**config.mk**
```make
export PLATFORM = sky130hd
export DESIGN_NAME = sound_bus_arbiter
export DESIGN_NICKNAME = d
export VERILOG_FILES = /design/src/rtl/sound_pkg.sv /design/src/rtl/sound_bus_arbiter.sv
export SDC_FILE = /design/constraint.sdc
export NUM_CORES = 1
export LEC_CHECK = 0
export ABC_AREA = 1
export CAP_MARGIN = 25
export CORE_MARGIN = 3
export CORE_UTILIZATION = 30
export CTS_BUF_LIST = sky130_fd_sc_hd__clkbuf_16
export DETAILED_ROUTE_END_ITERATION = 12
export GPL_ROUTABILITY_DRIVEN = 1
export MAX_ROUTING_LAYER = met4
export PLACE_DENSITY_LB_ADDON = 0.12
export SLEW_MARGIN = 10
export SYNTH_ARGS = -nofsm -noshare
export SYNTH_HDL_FRONTEND = slang
export SYNTH_SLANG_ARGS = --single-unit
```
**constraint.sdc**
```tcl
create_clock -name clk -period 1.62 [get_ports clk]
set_input_delay 0.324 -clock clk [delete_from_list [all_inputs] [get_ports clk]]
set_output_delay 0.324 -clock clk [all_outputs]
set_load 0.02 [all_outputs]
```
**src/rtl/sound_pkg.sv**
```systemverilog
// rtl/sound_pkg.sv - shared types and address constants for the sound register bus
package sound_pkg;

  // Aux transfer FSM states
  typedef enum logic [1:0] {
    IDLE = 2'd0,
    WAIT = 2'd1,
    XFER = 2'd2,
    DONE = 2'd3
  } arb_state_e;

  // Sound block decode points; BUS_IDLE_ADDR sits outside every decode
  localparam logic [15:0] POKEY_BZ_BASE = 16'h1820;
  localparam logic [15:0] POKEY_RB_BASE = 16'h1810;
  localparam logic [15:0] OUTLATCH_A    = 16'h1840;
  localparam logic [15:0] OUTLATCH_B    = 16'h1808;
  localparam logic [15:0] BUS_IDLE_ADDR = 16'h0000;

  // Inclusive window check used to gate aux requests
  function automatic logic addr_in_range(input logic [15:0] addr,
                                         input logic [15:0] lo,
                                         input logic [15:0] hi);
    return (addr >= lo) && (addr <= hi);
  endfunction

endpackage

```
**src/rtl/sound_bus_arbiter.sv**
```systemverilog
// rtl/sound_bus_arbiter.sv - CPU-priority arbiter sharing the sound bus with an aux requester
module sound_bus_arbiter
  import sound_pkg::*;
#(
  parameter logic [7:0]  TIMEOUT_SLOTS = 8'd255,
  parameter logic [15:0] AUX_ADDR_LO   = 16'h1800,
  parameter logic [15:0] AUX_ADDR_HI   = 16'h184F
) (
  input  logic        clk,
  input  logic        rst,
  input  logic        clk_3MHz_en,
  input  logic        cpu_sel,
  input  logic        cpu_we,
  input  logic [15:0] cpu_addr,
  input  logic [7:0]  cpu_wdata,
  output logic [7:0]  cpu_rdata,
  input  logic        aux_req,
  input  logic        aux_we,
  input  logic [15:0] aux_addr,
  input  logic [7:0]  aux_wdata,
  output logic        aux_ack,
  output logic        aux_err,
  output logic [7:0]  aux_rdata,
  output logic [15:0] bus_addr,
  output logic [7:0]  bus_wdata,
  output logic        bus_rd,
  input  logic [7:0]  bus_rdata,
  output logic        aux_busy
);

  arb_state_e  state_q, state_d;
  logic [7:0]  cnt_q, cnt_d;
  logic [7:0]  cnt_inc;
  logic        lat_we_q, lat_we_d;
  logic [15:0] lat_addr_q, lat_addr_d;
  logic [7:0]  lat_wdata_q, lat_wdata_d;
  logic [15:0] bus_addr_q, bus_addr_d;
  logic [7:0]  bus_wdata_q, bus_wdata_d;
  logic        bus_rd_q, bus_rd_d;
  logic        cpu_rd_slot_q, cpu_rd_slot_d;
  logic [7:0]  cpu_rdata_q, cpu_rdata_d;
  logic [7:0]  aux_rdata_q, aux_rdata_d;
  logic        aux_ack_q, aux_ack_d;
  logic        aux_err_q, aux_err_d;

  // Saturating increment of the lost-slot counter
  assign cnt_inc = (cnt_q == 8'hFF) ? cnt_q : cnt_q + 8'd1;

  // Slot ownership, CPU read-back and aux FSM next-state
  always_comb begin
    state_d       = state_q;
    cnt_d         = cnt_q;
    lat_we_d      = lat_we_q;
    lat_addr_d    = lat_addr_q;
    lat_wdata_d   = lat_wdata_q;
    bus_addr_d    = bus_addr_q;
    bus_wdata_d   = bus_wdata_q;
    bus_rd_d      = bus_rd_q;
    cpu_rd_slot_d = cpu_rd_slot_q;
    cpu_rdata_d   = cpu_rdata_q;
    aux_rdata_d   = aux_rdata_q;
    aux_ack_d     = 1'b0;
    aux_err_d     = 1'b0;

    if (clk_3MHz_en) begin
      // Read data for the slot that just ended belongs to the CPU if it read
      if (cpu_rd_slot_q) begin
        cpu_rdata_d = bus_rdata;
      end
      cpu_rd_slot_d = cpu_sel & ~cpu_we;

      if (cpu_sel) begin
        bus_addr_d  = cpu_addr;
        bus_wdata_d = cpu_wdata;
        bus_rd_d    = ~cpu_we;
      end else if ((state_q == WAIT) && aux_req) begin
        bus_addr_d  = lat_addr_q;
        bus_wdata_d = lat_wdata_q;
        bus_rd_d    = ~lat_we_q;
      end else begin
        bus_addr_d  = BUS_IDLE_ADDR;
        bus_wdata_d = 8'h00;
        bus_rd_d    = 1'b1;
      end
    end

    case (state_q)
      IDLE: begin
        // Ignore the request during the err pulse so one bad request gives one error
        if (aux_req && !aux_err_q) begin
          if (addr_in_range(aux_addr, AUX_ADDR_LO, AUX_ADDR_HI)) begin
            lat_we_d    = aux_we;
            lat_addr_d  = aux_addr;
            lat_wdata_d = aux_wdata;
            cnt_d       = 8'd0;
            state_d     = WAIT;
          end else begin
            aux_err_d = 1'b1;
          end
        end
      end
      WAIT: begin
        if (!aux_req) begin
          state_d = IDLE;
        end else if (clk_3MHz_en) begin
          if (cpu_sel) begin
            cnt_d = cnt_inc;
            if (cnt_inc >= TIMEOUT_SLOTS) begin
              aux_err_d = 1'b1;
              state_d   = IDLE;
            end
          end else begin
            state_d = XFER;
          end
        end
      end
      XFER: begin
        if (clk_3MHz_en) begin
          aux_rdata_d = bus_rdata;
          aux_ack_d   = 1'b1;
          state_d     = DONE;
        end
      end
      DONE: begin
        if (!aux_req) begin
          state_d = IDLE;
        end
      end
      default: state_d = IDLE;
    endcase
  end

  // State and output registers; reset parks the bus on an idle read
  always_ff @(posedge clk or negedge rst) begin
    if (!rst) begin
      state_q       <= IDLE;
      cnt_q         <= 8'd0;
      lat_we_q      <= 1'b0;
      lat_addr_q    <= 16'h0000;
      lat_wdata_q   <= 8'h00;
      bus_addr_q    <= BUS_IDLE_ADDR;
      bus_wdata_q   <= 8'h00;
      bus_rd_q      <= 1'b1;
      cpu_rd_slot_q <= 1'b0;
      cpu_rdata_q   <= 8'h00;
      aux_rdata_q   <= 8'h00;
      aux_ack_q     <= 1'b0;
      aux_err_q     <= 1'b0;
    end else begin
      state_q       <= state_d;
      cnt_q         <= cnt_d;
      lat_we_q      <= lat_we_d;
      lat_addr_q    <= lat_addr_d;
      lat_wdata_q   <= lat_wdata_d;
      bus_addr_q    <= bus_addr_d;
      bus_wdata_q   <= bus_wdata_d;
      bus_rd_q      <= bus_rd_d;
      cpu_rd_slot_q <= cpu_rd_slot_d;
      cpu_rdata_q   <= cpu_rdata_d;
      aux_rdata_q   <= aux_rdata_d;
      aux_ack_q     <= aux_ack_d;
      aux_err_q     <= aux_err_d;
    end
  end

  assign bus_addr  = bus_addr_q;
  assign bus_wdata = bus_wdata_q;
  assign bus_rd    = bus_rd_q;
  assign cpu_rdata = cpu_rdata_q;
  assign aux_rdata = aux_rdata_q;
  assign aux_ack   = aux_ack_q;
  assign aux_err   = aux_err_q;
  assign aux_busy  = (state_q != IDLE);

endmodule
```
==> qor.txt, run 1 <==
OUTCOME
--------------------------------------------------------------------------------------
Status                                                                    finished clean

GRT
--------------------------------------------------------------------------------------
Via count of the first global-routing pass                                        3154
Overall overflow remaining after global route                                        0
Pin count of the biggest net entering global routing                                38
Global-route wire length before repair                                        15.68 mm
Initial antenna violation count                                                      0
Combined global-route utilization of all metal layers                           15.32%

SYNTH
--------------------------------------------------------------------------------------
Post-synthesis adder-cell area fraction                                        0.3494%
Compound-cell area share of the yosys netlist                                   5.381%
Top cells by area in the synthesized netlist                              dfrtp_1 (55%), nand3_1 (12%), nand2_1 (9.2%)
Number of synthesized flops with an enable pin                                       0
Post-Syn Instances                                                                 390
Count of state elements after synthesis                                             79
Largest family of logic cells by synthesized area                         simple AND/OR/NAND/NOR gates
Sequential element share of the synthesized area                                55.24%
Syn Nets                                                                           454
Average cell area after synthesis                                            9.182 µm²
Synth Cell Area                                                               3581 µm²
Primary FF master, synth                                                       dfrtp_1
Proportion of netlist area held by the largest area contributor                 54.51%
Xor and xnor fraction of the mapped netlist area                               0.7338%
Post-synthesis async set-or-reset flop share                                    100.0%
Number of library cell types mapped by synthesis                                    29
Simple-gate portion of the synthesized area                                     26.90%
Warning count from the yosys run                                                     0
Cell taking the most area after synthesis                                      dfrtp_1
Fraction of synthesized area in multiplexers                                    5.136%

FINISH
--------------------------------------------------------------------------------------
Number of diodes                                                                     0
Commonest cells after routing, fill and taps aside                        nand3_1 (84), nand2_1 (78), dfrtp_1 (78), clkdlybuf4s50_1 (49), dlygate4sd2_1 (39)
Area growth syn-to-layout                                                       51.61%
Fill cell instance count of the final layout                                      1165
Number of nets in the layout                                                       587
Post-layout utilization of the core                                             46.94%
Share of cells above drive strength 1                                           18.94%
Most frequent standard cell in the layout excluding fill and tap cells         nand3_1

WORST SETUP PATH
--------------------------------------------------------------------------------------
Stage delay of the slowest cell on the critical path                           0.38 ns
Data arrival time of the critical path                                         1.84 ns
Worst-path maximum fanout                                                            7
Worst-path cell chain                                                     ha_2 -> nand2_2 -> nor2_4 -> nand2_4 -> nand2_1 -> nand2_2 -> nand2_2 -> nor2_2 -> nand2_2 -> nand2_4 -> nand3_2 -> nand2_1 -> nand2_1
Startpoint type of the worst setup path                                       register
WS Path Type                                                              register to register
Required time of the critical path                                             1.84 ns
Worst setup EP type                                                           register
Most numerous cell on the critical path                                        nand2_2
Worst path slowest cell                                                        dfrtp_1

DRT
--------------------------------------------------------------------------------------
Antenna violation net count after detailed routing                                   0
Iter 0 DRT Violations                                                              141
Routed via count                                                                  3111
WL/cell                                                                       14.31 µm
DRT Wirelength                                                                9.599 mm
Vias per Instance                                                                4.636
DRC violations left                                                                  0
Count of TritonRoute iterations in the first routing pass                            4

STA
--------------------------------------------------------------------------------------
Number of pins with negative max-slew slack in the final report                      0
Unrepaired setup endpoints after global routing                                   true
Actual transition at the worst max-transition pin                            0.4552 ns
Final period util                                                               99.94%
Highest clock frequency the design can meet                                  617.7 MHz
Shortest clock period the worst path allows after layout                      1.619 ns
Clock Skew                                                                 0.003877 ns
Number of hold violations in the final report                                        0
Setup violation total in the final timing report                                     0
Relative slew slack                                                             69.66%
Hold Slack                                                                   0.3032 ns

CLOCK NETWORK
--------------------------------------------------------------------------------------
H-tree lvl count                                                                     3
Clock slew at the register clock pins of the worst setup and hold paths        0.06 ns
Clk sinks                                                                           79
Number of CTS-inserted buffers                                                       9
Clock tree root buffer cell                                                  clkbuf_16
Clock latency reported for the late side of the worst-skew pair                0.33 ns
Number of buffers between clock root and the deepest sink                            2
CTS tree                                                                          done

PLACEMENT
--------------------------------------------------------------------------------------
Port Buffers                                                                       106
HPWL after detailed placement                                                 6.845 mm
Final weighted congestion in routability-driven placement                       0.8040

WORST HOLD PATH
--------------------------------------------------------------------------------------
Classification of the worst-slack hold path                               input pin to register

PWR
--------------------------------------------------------------------------------------
Static leakage power                                                          2.898 nW
Power density normalized to cell area                                      1214 nW/µm²
VDD IR-drop max                                                              0.5338 mV

FLOORPLAN
--------------------------------------------------------------------------------------
Overall die width                                                             115.3 µm
Floorplan die height                                                          115.3 µm
Die Area                                                                     13280 µm²
Row count                                                                           39
Initial cell density of the core                                                30.96%
Ports placed on the boundary                                                       107
Core area                                                                    11560 µm²

RUN
--------------------------------------------------------------------------------------
Max-cap violations                                                                   0

[area by class of cell]
type	count	area, µm²	area share (%)
Clock buffer	9	225.2	4.148
Clock inverter	7	75.07	1.383
Inverter	35	131.4	2.420
Multi-Input combinational cell	257	1445	26.62
Sequential cell	79	1978	36.44
Tap cell	143	178.9	3.296
Timing Repair Buffer	141	1395	25.70
[final timing paths]
check | endpoint | cells after the start | slack, ns | from
min in group asynchronous | bus_addr[12]$_DFFE_PN0P_ | 2 | 0.49 | rst
max in group asynchronous | lat_wdata_q[2]$_DFFE_PN0P_ | 3 | 0.63 | rst
worst min-delay path | lat_addr_q[5]$_DFFE_PN0P_ | 3 | 0.30 | aux_addr[5]
worst max-delay path | register | 13 | 0.001 | cnt_q[1]$_DFFE_PN0P_
worst max register to register | register | 13 | 0.001 | cnt_q[1]$_DFFE_PN0P_
worst min register to register | lat_addr_q[12]$_DFFE_PN0P_ | 2 | 0.47 | lat_addr_q[12]$_DFFE_PN0P_
[cells by family after synthesis]
| family | after synthesis |
|---|---|
| muxes | 13 |
| DFF | 79 |
| xor gates and xnor gates | 3 |
| and+or+nand+nor | 204 |
| buffers and inverters | 54 |
| adders and majority gates | 1 |
| AOI/OAI and AO/OA | 36 |
[cell usage after synthesis, types with 3 or more instances]
cell,n
nand2_2,4
clkbuf_1,9
buf_1,3
nand3_1,85
dfrtp_1,78
nand2_1,88
buf_2,5
nor2_1,13
mux2_4,10
nor2_2,3
nor2_4,3
nand3_2,3
o21ai_0,24
inv_1,34
a21oi_1,7
mux2_2,3
[worst max-delay path, delay by kind of cell, from the launching register on]
kind	cells	cell delay [ns]
fa+ha+maj	1	0.20
flops	1	0.38
simple gates	12	0.93
[per-stage QoR]
stage	instances	TNS, ns	power (mW)	cell area, µm²	setup slack, ns
2_1_floorplan	390	0	3.513	3581	0.09289
3_3_place_gp	649	-14.10	4.554	4989	-0.4532
3_5_place_dp	649	-13.07	4.573	4989	-0.4145
4_1_cts	667	-0.01278	6.546	5281	-0.009602
5_1_grt	671	-0.3106	7.008	5429	-0.1744
6_report	671	0	6.591	5429	0.001036
[routing by layer]
metal,routed length [µm],global-route usage [%],share of wire (%)
met2,4526,23.69,47
met1,4559,20.13,47
met5,0,-,0
met4,110,4.695,1.1
met3,403,3.421,4.2
[report_power, final]
part | switching [mW] | internal (mW)
registers | 0.212 | 2.29
clock network | 0.821 | 1.20
logic | 1.13 | 0.937
[repair_timing]
item,4_1_cts,5_1_grt
gates cloned,0,2
resized for setup,46,31
endpoints found under the hold margin,27,0
setup endpoints to repair,57,27
buffers inserted,1,2
pin swaps,3,10
hold buffers,1,0
[flip-flops by register name (all words and copies together) (netlist names), named ones only]
name / cells
lat_we_q: 1
lat_wdata_q: 8
bus_rd: 1
cpu_rd_slot_q: 1
lat_addr_q: 16
bus_wdata: 8
bus_addr: 16
aux_ack: 1
cpu_rdata: 8
state_q: 1
aux_err: 1
aux_rdata: 8
cnt_q: 8
Note: power is estimated with default switching activity, not from simulation.
==> run 2: changes to the inputs <==
CORE_MARGIN = 1.5   (was 3)
CORE_UTILIZATION = 43   (was 30)
PLACE_DENSITY_LB_ADDON = 0.3   (was 0.12)
==> run 2 against run 1 <==
The flow now finishes with violations (setup timing). Maximum frequency fell by 4.9%. Sequential cell count did not move. Via count rose by 2.6%. Wire length shrank 1.9%. Sequential power about the same. Highest routed layer unchanged. Combinational power decreased by 5%.
==> qor.txt, run 2 (synthesis results as in run 1) <==
CLOCK NETWORK
--------------------------------------------------------------------------------------
Clock latency reported for the late side of the worst-skew pair                0.33 ns   about the same
Clock slew at the register clock pins of the worst setup and hold paths        0.06 ns   about the same
CTS tree                                                                          done
Number of CTS-inserted buffers                                                       9   unchanged
Number of buffers between clock root and the deepest sink                            2   unchanged
Clock tree root buffer cell                                                  clkbuf_16
H-tree lvl count                                                                     3   unchanged
Clk sinks                                                                           79   unchanged

FINISH
--------------------------------------------------------------------------------------
Fill cell instance count of the final layout                                       638   -45%
Total area of multi-input combinational cells                                 1434 µm²   -0.78%
Commonest cells after routing, fill and taps aside                        nand2_1 (84), nand3_1 (82), dfrtp_1 (78), clkdlybuf4s50_1 (56), inv_1 (35)
Share of cells above drive strength 1                                           17.21%   -1.7 points
Number of nets in the layout                                                       583   -0.68%
Final Non-Filler Cells                                                             628   -6.4%
Area growth syn-to-layout                                                       50.31%
Most frequent standard cell in the layout excluding fill and tap cells         nand2_1
Number of diodes                                                                     0   unchanged
Flip-flop and latch area                                                      1978 µm²   unchanged

WORST SETUP PATH
--------------------------------------------------------------------------------------
Worst setup EP type                                                           register
Worst-path maximum fanout                                                            5   -2
Startpoint type of the worst setup path                                      input pin
Required time of the critical path                                             1.83 ns   about the same
Data arrival time of the critical path                                         1.91 ns   +0.07 ns
WS Path Type                                                              input pin to register

DRT
--------------------------------------------------------------------------------------
DRC violations left                                                                  0   unchanged
Count of TritonRoute iterations in the first routing pass                            4   unchanged
Routed via count                                                                  3193   +2.6%
Vias per Instance                                                                5.084   +9.7%
Antenna violation net count after detailed routing                                   0   unchanged
Iter 0 DRT Violations                                                              132   -6.4%
DRT Wirelength                                                                9.414 mm   -1.9%
WL/cell                                                                       14.99 µm   +4.8%

GRT
--------------------------------------------------------------------------------------
Combined global-route utilization of all metal layers                           22.50%   +7.2 points
Pin count of the biggest net entering global routing                                31   -18%
Overall overflow remaining after global route                                        0   unchanged
Initial antenna violation count                                                      0   unchanged
Global-route wire length before repair                                        15.04 mm   -4.1%
Via count of the first global-routing pass                                        3198   +1.4%

PLACEMENT
--------------------------------------------------------------------------------------
HPWL after detailed placement                                                 6.385 mm   -6.7%
Port Buffers                                                                       106   unchanged
Final weighted congestion in routability-driven placement                       0.8513   +5.9%
Number of placed instances with taps included                                      609   -6.2%

STA
--------------------------------------------------------------------------------------
Shortest clock period the worst path allows after layout                      1.703 ns   +0.08367 ns
Clock Skew                                                                 0.007956 ns   +0.004078 ns
Setup violation total in the final timing report                                    15   +15
Number of hold violations in the final report                                        0   unchanged
Highest clock frequency the design can meet                                  587.3 MHz   -4.9%
Final period util                                                               105.1%   +5.2 points
Relative slew slack                                                             69.02%   -0.64 points
Number of pins with negative max-slew slack in the final report                      0   unchanged
Worst Slack Setup Final                                                    -0.08264 ns   -0.08367 ns
Actual transition at the worst max-transition pin                            0.4636 ns   +0.008424 ns
Unrepaired setup endpoints after global routing                                   true

PWR
--------------------------------------------------------------------------------------
Final total power                                                             6.619 mW   +0.42%
VDD IR-drop max                                                              0.6616 mV   +24%
Power density normalized to cell area                                      1230 nW/µm²   +1.3%
Static leakage power                                                          2.985 nW   +3.0%

FLOORPLAN
--------------------------------------------------------------------------------------
Initial cell density of the core                                                44.02%   +13 points
Ports placed on the boundary                                                       107   unchanged
Overall die width                                                             94.26 µm   -18%
Row count                                                                           33   -15%
Floorplan die height                                                          94.26 µm   -18%
Core area                                                                     8134 µm²   -30%
Die Area                                                                      8884 µm²   -33%

RUN
--------------------------------------------------------------------------------------
Max-cap violations                                                                   0   unchanged

OUTCOME
--------------------------------------------------------------------------------------
Violations in the final reports                                           setup timing
Status                                                                    finished, violations left

WORST HOLD PATH
--------------------------------------------------------------------------------------
Classification of the worst-slack hold path                               input pin to asynchronous set/reset pin

-- run 2: changes by cell type in the layout (fill, tap and decap cells not counted), sizes merged --
cell / delta
clkinvlp: +2
dlygate4sd2: -16
buf: -4
dlymetal6s2s: +9
clkdlybuf4s50: +7
clkinv: -3
bufinv: +1
inv: -1
-- run 2: final timing paths --
| kind | from | to | slack [ns] | cells after the start |
|---|---|---|---|---|
| setup / recovery | aux_req | lat_we_q$_DFFE_PN0P_ | -0.08 | 6 |
| hold / removal | rst | aux_rdata[4]$_DFFE_PN0P_ | 0.45 | 2 |
| setup reg to reg | cnt_q[1]$_DFFE_PN0P_ | state_q[0]$_DFFE_PN0P_ | -0.02 | 12 |
| hold reg to reg | lat_addr_q[15]$_DFFE_PN0P_ | lat_addr_q[15]$_DFFE_PN0P_ | 0.47 | 2 |
| max in group asynchronous | rst | bus_addr[8]$_DFFE_PN0P_ | 0.64 | 3 |
| min in group clk | lat_addr_q[15]$_DFFE_PN0P_ | lat_addr_q[15]$_DFFE_PN0P_ | 0.47 | 2 |
-- run 2: per-layer routing --
metal	vias up	routed length [µm]	track usage, %
met3	12	366	4.288
li1	1534	-	-
met1	1571	3992	28.16
met5	-	0	-
met4	0	102	5.846
met2	76	4953	37.53
-- run 2: what timing repair did --
item                                    4_1_cts  5_1_grt
resized for setup                            27       35
hold buffers                                  1        0
buffers inserted                              0        1
hold endpoints to repair                     20        0
pin swaps                                     0        5
endpoints found under the setup margin       25       43
gates cloned                                  0        2
-- run 2: layout make-up --
class / instances / area share (%)
inverters: 35 / 2.441
multi-input cells: 257 / 26.64
clock inverters: 6 / 1.627
well taps: 105 / 2.441
repair buffers: 137 / 25.92
clock buffers: 9 / 4.184
flip-flops and latches: 79 / 36.75
-- run 2: worst max-delay path: stages --
cell and delay [ns]:
clkdlybuf4s50_1 0.55, inv_1 0.06, nor2_1 0.29, nand3_4 0.19, clkbuf_16 0.21, mux2_4 0.29
-- run 2: through the flow --
step / hold WS, ns / area [µm²] / worst slack [ns] / setup TNS, ns / util (%)
2_1_floorplan: 0.02841 / 3581 / 0.09289 / 0 / -
3_3_place_gp: 0.2446 / 4913 / -0.3118 / -8.917 / 60.41
3_5_place_dp: 0.2472 / 4913 / -0.3623 / -10.05 / 60.41
4_1_cts: 0.4389 / 5221 / 0.00009193 / 0 / 64.19
5_1_grt: 0.4563 / 5383 / -0.1683 / -2.264 / 66.17
6_report: 0.4470 / 5383 / -0.08264 / -0.9313 / 66.17
-- run 2: where the power goes --
part	internal, mW	total [mW]	switching (mW)
Clock	1.34	2.14	0.802
Combinational	0.856	1.97	1.11
Sequential	2.29	2.51	0.225
Total	4.48	6.62	2.14
==> run 3: changes to the inputs <==
CORE_ASPECT_RATIO = 1.25   (was unset)
CORE_UTILIZATION = 44   (was 43)
CTS_BUF_LIST = sky130_fd_sc_hd__clkbuf_8   (was sky130_fd_sc_hd__clkbuf_16)
==> run 3 against run 2 <==
The flow now finishes without violations. Sequential power about the same. First-iteration DRC count fell by 14%. Maximum frequency rose by 6.5%. Global-route usage is 0.20 points higher. Non-clock buffer count stayed put. Register-to-register slack better by 0.05 ns. Largest power group unchanged. Total power down 11%. Wire length fell by 2.3%. Clock power is 31% lower. Hold slack lost 0.11 ns. Clock skew rose by 0.0013 ns. Largest cell class unchanged.
==> qor.txt, run 3 (synthesis results as in run 1) <==
CLOCK NETWORK
--------------------------------------------------------------------------------------
H-tree lvl count                                                                     3   unchanged
Clock tree root buffer cell                                                   clkbuf_8
Clock slew at the register clock pins of the worst setup and hold paths        0.08 ns   +0.02 ns
Clk sinks                                                                           79   unchanged
Number of buffers between clock root and the deepest sink                            2   unchanged
Number of CTS-inserted buffers                                                       9   unchanged
Clock latency reported for the late side of the worst-skew pair                0.37 ns   +0.04 ns
CTS tree                                                                          done

WORST SETUP PATH
--------------------------------------------------------------------------------------
Data arrival time of the critical path                                         1.86 ns   -0.05 ns
Worst path slowest cell                                                   clkdlybuf4s50_1
WS Path Type                                                              input pin to register
Startpoint type of the worst setup path                                      input pin
Worst-path maximum fanout                                                            6   +1
Worst setup EP type                                                           register
Required time of the critical path                                             1.88 ns   +0.05 ns
Stage delay of the slowest cell on the critical path                           0.42 ns   -0.13 ns
Worst-path cell chain                                                     clkdlybuf4s50_1 -> nor2_2 -> nand2_2 -> nor3_4 -> nand3_4 -> clkbuf_16 -> mux2_4

PWR
--------------------------------------------------------------------------------------
Sequential power share                                                           42.5%   +4.6 points
Share of power burned in combinational logic                                     32.6%   +2.9 points
Sw frac                                                                         34.50%   +2.2 points
Static leakage power                                                          2.718 nW   -8.9%
VDD IR-drop max                                                              0.8300 mV   +25%
Switching Power                                                               2.043 mW   -4.5%
Internal power                                                                3.879 mW   -13%
Fraction of power consumed by the clock network                                  24.9%   -7.4 points
Power density normalized to cell area                                      1144 nW/µm²   -6.9%

DRT
--------------------------------------------------------------------------------------
Routed via count                                                                  3144   -1.5%
DRT Wirelength                                                                9.199 mm   -2.3%
Vias per Instance                                                                5.079   -0.10%
DRC violations left                                                                  0   unchanged
WL/cell                                                                       14.86 µm   -0.86%
Count of TritonRoute iterations in the first routing pass                            4   unchanged
Iter 0 DRT Violations                                                              114   -14%
Antenna violation net count after detailed routing                                   0   unchanged

FLOORPLAN
--------------------------------------------------------------------------------------
Die Area                                                                      8692 µm²   -2.2%
Initial cell density of the core                                                45.69%   +1.7 points
Row count                                                                           36   +9.1%
Core area                                                                     7838 µm²   -3.6%
Ports placed on the boundary                                                       107   unchanged
Floorplan die height                                                          103.9 µm   +10%
Overall die width                                                             83.69 µm   -11%

PLACEMENT
--------------------------------------------------------------------------------------
Pre-CTS setup slack                                                         -0.3715 ns   -0.009200 ns
Area of placed instances                                                      4908 µm²   -0.10%
HPWL after detailed placement                                                 6.439 mm   +0.83%
Final weighted congestion in routability-driven placement                       0.8443   -0.82%
Port Buffers                                                                       106   unchanged

FINISH
--------------------------------------------------------------------------------------
Share of cells above drive strength 1                                           17.18%   -0.033 points
Most frequent standard cell in the layout excluding fill and tap cells         nand3_1
Final Instance Area                                                           5174 µm²   -3.9%
Commonest cells after routing, fill and taps aside                        nand3_1 (84), nand2_1 (83), dfrtp_1 (78), clkdlybuf4s50_1 (55), dlygate4sd2_1 (43)
Number of diodes                                                                     0   unchanged
Area growth syn-to-layout                                                       44.48%
Number of nets in the layout                                                       583   unchanged

STA
--------------------------------------------------------------------------------------
Final period util                                                               98.68%   -6.4 points
Unrepaired setup endpoints after global routing                                   true
Number of hold violations in the final report                                        0   unchanged
Number of pins with negative max-slew slack in the final report                      0   unchanged
Relative slew slack                                                             69.52%   +0.50 points
Clock Skew                                                                 0.009240 ns   +0.001284 ns
Actual transition at the worst max-transition pin                            0.4561 ns   -0.007517 ns
Hold Slack                                                                   0.3369 ns   -0.1102 ns
Setup TNS Final                                                                   0 ns   +0.9313 ns
Highest clock frequency the design can meet                                  625.5 MHz   +6.5%
Setup violation total in the final timing report                                     0   -15
Worst Slack Setup Final                                                     0.02135 ns   +0.1040 ns
Shortest clock period the worst path allows after layout                      1.599 ns   -0.1040 ns

GRT
--------------------------------------------------------------------------------------
Overall overflow remaining after global route                                        0   unchanged
Combined global-route utilization of all metal layers                           22.70%   +0.20 points
Pin count of the biggest net entering global routing                                45   +45%
Global-route wire length before repair                                        15.28 mm   +1.6%
Via count of the first global-routing pass                                        3261   +2.0%
Initial antenna violation count                                                      0   unchanged

RUN
--------------------------------------------------------------------------------------
Max-cap violations                                                                   0   unchanged

OUTCOME
--------------------------------------------------------------------------------------
Status                                                                    finished clean

WORST HOLD PATH
--------------------------------------------------------------------------------------
Classification of the worst-slack hold path                               input pin to register

-- run 3: changes by cell type in the layout (fill, tap and decap cells not counted), moves of 2 or more --
cell	change
dlygate4sd2_1	+20
nand3_2	-2
nand3_1	+2
nor2_2	+2
clkbuf_8	+10
dlymetal6s2s_1	-20
clkbuf_16	-10
-- run 3: per-stage QoR --
step	total power [mW]	util, %	cells
3_3_place_gp	4.486	62.63	600
3_5_place_dp	4.547	62.63	600
6_report	5.921	66.01	619
5_1_grt	6.248	66.01	619
2_1_floorplan	3.513	-	390
4_1_cts	5.910	64.88	618
-- run 3: area by class of cell --
type	instances	area, µm²
fill	669	2664
clock inverter	6	61.31
timing repair buffer	137	1314
sequential	79	1978
inverter	35	131.4
multi-input combinational	257	1433
clock buffer	10	137.6
tap	95	118.9
-- run 3: worst paths after layout --
path,start,endpoint,slack [ns],depth (start not counted)
worst min register to register,lat_addr_q[11]$_DFFE_PN0P_,lat_addr_q[11]$_DFFE_PN0P_,0.47,2
min in group asynchronous,rst,cpu_rdata[2]$_DFFE_PN0P_,0.37,2
worst min-delay path,clk_3MHz_en,cnt_q[7]$_DFFE_PN0P_,0.34,3
worst max register to register,cnt_q[1]$_DFFE_PN0P_,register,0.03,12
worst max-delay path,aux_addr[10],lat_addr_q[2]$_DFFE_PN0P_,0.02,7
max in group asynchronous,rst,bus_rd$_DFFE_PN1P_,0.69,3
-- run 3: per-layer routing --
metal  wire (µm)  global-route usage [%]  part of all wire [%]
met5           0                       -                     0
met4         239                   10.30                   2.6
met3         412                   5.079                   4.5
met2        4718                   37.33                    51
met1        3828                   26.63                    42
-- run 3: repair_timing --
| item | 4_1_cts | 5_1_grt |
|---|---|---|
| hold buffers | 1 | 0 |
| setup buffers | 1 | 0 |
| endpoints found under the setup margin | 46 | 12 |
| resized for setup | 49 | 19 |
| endpoints found under the hold margin | 18 | 0 |
| gates cloned | 0 | 1 |
| pin swaps | 5 | 9 |
-- run 3: worst max-delay path, delay by kind of cell --
kind,cells,cell delay [ns]
multiplexers,1,0.29
AND/OR/NAND/NOR,4,0.63
buffers and inverters,2,0.61
-- run 3: power groups by stage --
stage / sequential [mW] / clock, mW / combinational (mW)
global route: 2.56 / 1.58 / 2.11
finish: 2.52 / 1.47 / 1.93
floorplan: 2.77 / 0 / 0.740
detailed placement: 2.54 / 0 / 2.00
CTS: 2.50 / 1.51 / 1.90
global placement: 2.53 / 0 / 1.95
